===== src/rtl/splitmix64_pkg.sv =====
// rtl/splitmix64_pkg.sv - shared SplitMix64 constants and unmix FSM states
package splitmix64_pkg;

  localparam logic [63:0] GAMMA  = 64'h9E3779B97F4A7C15;
  localparam logic [63:0] M1     = 64'hBF58476D1CE4E5B9;
  localparam logic [63:0] M2     = 64'h94D049BB133111EB;
  localparam logic [63:0] INV_M1 = 64'h96DE1B173F119089;
  localparam logic [63:0] INV_M2 = 64'h319642B2D24D8EC3;

  localparam int SHIFT1 = 30;
  localparam int SHIFT2 = 27;
  localparam int SHIFT3 = 31;

  typedef enum logic [2:0] {
    IDLE,
    UX31,
    MUL2,
    UX27,
    MUL1,
    UX30,
    SEED,
    HOLD
  } unmix_state_t;

endpackage


===== src/rtl/splitmix64_unxorshift.sv =====
// rtl/splitmix64_unxorshift.sv - inverse of z ^= z >> SHIFT on a 64-bit word
module splitmix64_unxorshift #(
  parameter int SHIFT = 31
) (
  input  logic [63:0] x,
  output logic [63:0] y
);

  // x ^ x>>S ^ x>>2S ... undoes the xorshift for every multiple of S below 64
  always_comb begin
    y = x;
    for (int k = 1; k * SHIFT < 64; k++) begin
      y = y ^ (x >> (k * SHIFT));
    end
  end

endmodule


===== src/rtl/splitmix64_unmix.sv =====
// rtl/splitmix64_unmix.sv - iterative inverse of the SplitMix64 mixer with seed recovery
module splitmix64_unmix
  import splitmix64_pkg::*;
(
  input  logic        clk,
  input  logic        rst,
  input  logic        in_valid,
  output logic        in_ready,
  input  logic [63:0] in_word,
  input  logic [63:0] in_idx,
  output logic        res_valid,
  input  logic        res_ready,
  output logic [63:0] res_state,
  output logic [63:0] res_seed
);

  unmix_state_t state;
  logic [63:0]  w;
  logic [63:0]  idx;
  logic [63:0]  ux31;
  logic [63:0]  ux27;
  logic [63:0]  ux30;
  logic [63:0]  mul_a;
  logic [63:0]  mul_b;
  logic [63:0]  prod;

  splitmix64_unxorshift #(.SHIFT(SHIFT3)) u_ux31 (.x(w), .y(ux31));
  splitmix64_unxorshift #(.SHIFT(SHIFT2)) u_ux27 (.x(w), .y(ux27));
  splitmix64_unxorshift #(.SHIFT(SHIFT1)) u_ux30 (.x(w), .y(ux30));

  // One multiplier serves both inverse multiplies and the idx*GAMMA term
  always_comb begin
    mul_a = w;
    mul_b = INV_M2;
    case (state)
      MUL1: mul_b = INV_M1;
      SEED: begin
        mul_a = idx;
        mul_b = GAMMA;
      end
      default: ;
    endcase
  end

  assign prod     = mul_a * mul_b;
  assign in_ready = (state == IDLE) && !rst;

  always_ff @(posedge clk or posedge rst) begin
    if (rst) begin
      state     <= IDLE;
      w         <= '0;
      idx       <= '0;
      res_valid <= 1'b0;
      res_state <= '0;
      res_seed  <= '0;
    end else begin
      case (state)
        IDLE: begin
          if (in_valid) begin
            w     <= in_word;
            idx   <= in_idx;
            state <= UX31;
          end
        end
        UX31: begin
          w     <= ux31;
          state <= MUL2;
        end
        MUL2: begin
          w     <= prod;
          state <= UX27;
        end
        UX27: begin
          w     <= ux27;
          state <= MUL1;
        end
        MUL1: begin
          w     <= prod;
          state <= UX30;
        end
        UX30: begin
          w     <= ux30;
          state <= SEED;
        end
        SEED: begin
          res_state <= w;
          res_seed  <= w - prod;
          res_valid <= 1'b1;
          state     <= HOLD;
        end
        HOLD: begin
          if (res_ready) begin
            res_valid <= 1'b0;
            state     <= IDLE;
          end
        end
        default: state <= IDLE;
      endcase
    end
  end

endmodule


===== config.mk =====
export PLATFORM = sky130hd
export DESIGN_NAME = splitmix64_unmix
export DESIGN_NICKNAME = d
export VERILOG_FILES = /design/src/rtl/splitmix64_pkg.sv /design/src/rtl/splitmix64_unxorshift.sv /design/src/rtl/splitmix64_unmix.sv
export SDC_FILE = /design/constraint.sdc
export NUM_CORES = 2
export LEC_CHECK = 0
export CAP_MARGIN = 30
export CELL_PAD_IN_SITES_DETAIL_PLACEMENT = 0
export CELL_PAD_IN_SITES_GLOBAL_PLACEMENT = 2
export CORE_MARGIN = 5
export CORE_UTILIZATION = 42
export DETAILED_ROUTE_END_ITERATION = 10
export HOLD_SLACK_MARGIN = 0.1
export PLACE_DENSITY = 0.83
export REMOVE_ABC_BUFFERS = 1
export SLEW_MARGIN = 20
export SYNTH_ARGS = -nofsm -noshare
export SYNTH_HDL_FRONTEND = slang
export SYNTH_HIERARCHICAL = 1
export SYNTH_SLANG_ARGS = --single-unit

===== constraint.sdc =====
create_clock -name clk -period 14.15 [get_ports clk]
set_input_delay 1.415 -clock clk [delete_from_list [all_inputs] [get_ports clk]]
set_output_delay 1.415 -clock clk [all_outputs]
set_load 0.05 [all_outputs]

==> summary.md <==
| Metric | Value |
|---|---|
| Die Area | approximately 0.17 mm2 |
| CTS Buf Count | 38 |
| EDFF count, synth | 0 |
| Routed vias/inst | approximately 5.5 |
| Skew-Pair Late Insertion Delay | 0.70 ns |
| Clock transition at path regs | 0.06 ns |
| Share of layout cells above drive strength 1 | ~7.2% |
| WL per Instance | approximately 34 um |
| Ys Warns | 6 |
| Final WS setup | around 0.52 ns |
| Initial DRC Count | approximately 5,200 |
| Starting density of the core | a little over two fifths |
| Commonest non-fill, non-tap cells in the layout | 1,890 x inv_1, 1,555 x fa_1, 644 x nand2_1, 637 x ha_1, 309 x buf_4 |
| RSZ-0062 raised after global routing | false |
| Number of port buffers | approximately 260 |
| Die height | just over 400 um |
| HP Class | flop to flop |
| Longest Clk Path Bufs | 3 |
| Most used cell, CP | fa_1 |
| Final worst path period need | ~14 ns |
| Post-layout util | a little under half |
| GRT Util Overall | 38.13% |
| Antenna violations before repair | 14 |
| CP Data Required Time | roughly 15 ns |
| Cell taking the most area after synthesis | fa_1 |
| Fill cells | ~16,000 |
| Crit. End Element | flop |
| Yosys reg bits | 260 |
| Final setup vio count | 0 |
| Top-area cell type share of the netlist area | a little under half |
| Worst Path Arrival | around 14 ns |
| Synth top area cells | fa_1 46%, ha_1 12%, inv_1 10%, dfrtp_1 9.6%, nand2_1 3.6% |
| Max-Cap Viols | 0 |
| Mapped Cells | approximately 6,900 |
| Clock sinks | 260 |
| Pre-CTS WS | -0.3829 ns |
| Clock skew | a little under 0.07 ns |
| CP max-delay cell | fa_1 |
| Worst Path Buf+Inv | 6 |
| Most common cell after layout, fill and taps aside | inv_1 |
| Initial DRT Pass Iterations | 7 |
| Area Growth Syn to Fin | 11.48% |
| Max incr delay on CP | 0.82 ns |
| Via count | approximately 52,000 |
| Final Cycle Share | between 90% and 100% |
| CP Launch Type | flop |
| Root buffer cell | clkbuf_16 |
| Grt total ovfl | 0 |
| Crit path from | state[0] |
| ANT nets after route | 0 |
| Min Hold Slack | 0.4749 ns |
| F_max | ~73 MHz |
| Ys async rst share | 100.0% |
| Syn avg cell area | roughly 9.9 um2 |
| DRC Markers | 0 |
| Detailed Route WL | approximately 320,000 um |
| Worst r2r src | state[0] |
| Core Rows | 147 |
| I/O pin cnt | about 260 |
| Run status | completed |
| Largest net degree at the start of global routing | just under 100 |
| Seq/Total Area, Yosys | 9.568% |
| Hold_buf cts | 0 |
| Final #Nets | ~9,500 |
| H-tree levels | 2 |
| CP max FO | 10 |
| Post-DP HPWL | around 280,000 um |
| Final Hold Viols | 0 |
| Cell family with most CP delay | adder cells |
| Clock tree from TritonCTS | done |
| Vias in the first global route | about 55,000 |
| Slew headroom | roughly 25% |
| Synth unique cells | between 80 and 90 |
| Least-Margin Pin Slew | 1.116 ns |
| Hold path startpoint | res_state[36] |
| Die width | between 400 and 500 um |
| Top_reg_cell synth | dfrtp_1 |
| First-pass GRT wire length | roughly 440,000 um |
| Post-synthesis cell area | approximately 0.07 mm2 |
| Crit Path Category | flop to flop |
| Final max-slew violation count | 0 |
| Routability cong. | 1.091 |
| Core ar. | about 0.16 mm2 |
## what timing repair did
action | CTS | global route
pin swaps | 0 | 1
endpoints found under the setup margin | 16 | 17
gates resized for setup | 2 | 11
buffers inserted | 0 | 3
endpoints found under the hold margin | 0 | 0
## final cells by class
class | instances | area (um2) | share of cell area [%]
clock inverters | 14 | 181.4 | 0.2393
inverters | 1908 | 7173 | 9.462
repair buffers | 575 | 5040 | 6.648
multi-input cells | 4434 | 53110 | 70.06
diodes | 5 | 12.51 | 0.01651
clock buffers | 53 | 1077 | 1.421
well taps | 2160 | 2703 | 3.565
flip-flops and latches | 260 | 6507 | 8.584
## worst reg2reg max path: cells and delay by family (launching register included)
kind | cells | cell delay, ns
fa+ha+maj | 13 | 6.29
flops | 1 | 0.38
compound gates | 10 | 2.96
simple gates | 7 | 2.19
buf+inv | 6 | 1.20
xor+xnor | 2 | 0.42
## logic make-up after synthesis
logic type	Yosys count	share of synthesized area [%]
AOI/OAI and AO/OA	796	7.964
adders and majority gates	2195	57.56
DFF	260	9.568
xor gates and xnor gates	335	4.740
muxes	77	1.271
other	1	0.005515
and+or+nand+nor	1027	6.359
buffers and inverters	2176	12.53
## layer usage
metal | track usage, % | up-vias | wire length (um)
li1 | - | 21380 | -
met1 | 51.13 | 27280 | 128900
met2 | 58.19 | 2502 | 141000
met3 | 9.398 | 550 | 30160
met4 | 18.28 | 10 | 19680
met5 | 0 | - | 68
## worst paths after layout
kind,endpoint,slack (ns),cells after the start
worst max-delay path,res_seed[63],0.52,38
worst min-delay path,res_state[36],0.47,2
worst max register to register,res_seed[63],0.52,38
worst min register to register,res_state[36],0.47,2
max in group asynchronous,idx[24],10.76,4
min in group asynchronous,res_seed[31],1.33,2
## Yosys cell counts (all sizes together), types with 25 or more instances
| cell | number |
|---|---|
| and3 | 67 |
| a31oi | 25 |
| mux2 | 75 |
| nand2 | 656 |
| nor2 | 183 |
| o21a | 46 |
| xor2 | 155 |
| o211ai | 45 |
| inv | 1908 |
| nand3 | 26 |
| a222oi | 50 |
| ha | 640 |
| fa | 1555 |
| o21bai | 26 |
| a22o | 55 |
| a21oi | 187 |
| buf | 119 |
| o21ai | 162 |
| clkbuf | 149 |
| xnor2 | 161 |
| a21o | 103 |
| dfrtp | 260 |
## sequential cells by signal, indices dropped and copies added, names as in the netlist
name / count
idx: 64
res_seed: 64
res_state: 64
w: 64
state: 3
res_valid: 1
## through the flow
step                      area (um2)  TNS [ns]  instances
after global routing           75790         0       9404
final                          75810         0       9409
after CTS                      75650         0       9397
after detailed placement       74390    -2.149       9330
after floorplan                66650    -78.33       6602
after global placement         74370    -4.552       9330
Power is left out: the tool's default activity adds up to more than one toggle a clock period on the data nets, which glitch-free logic cannot reach.
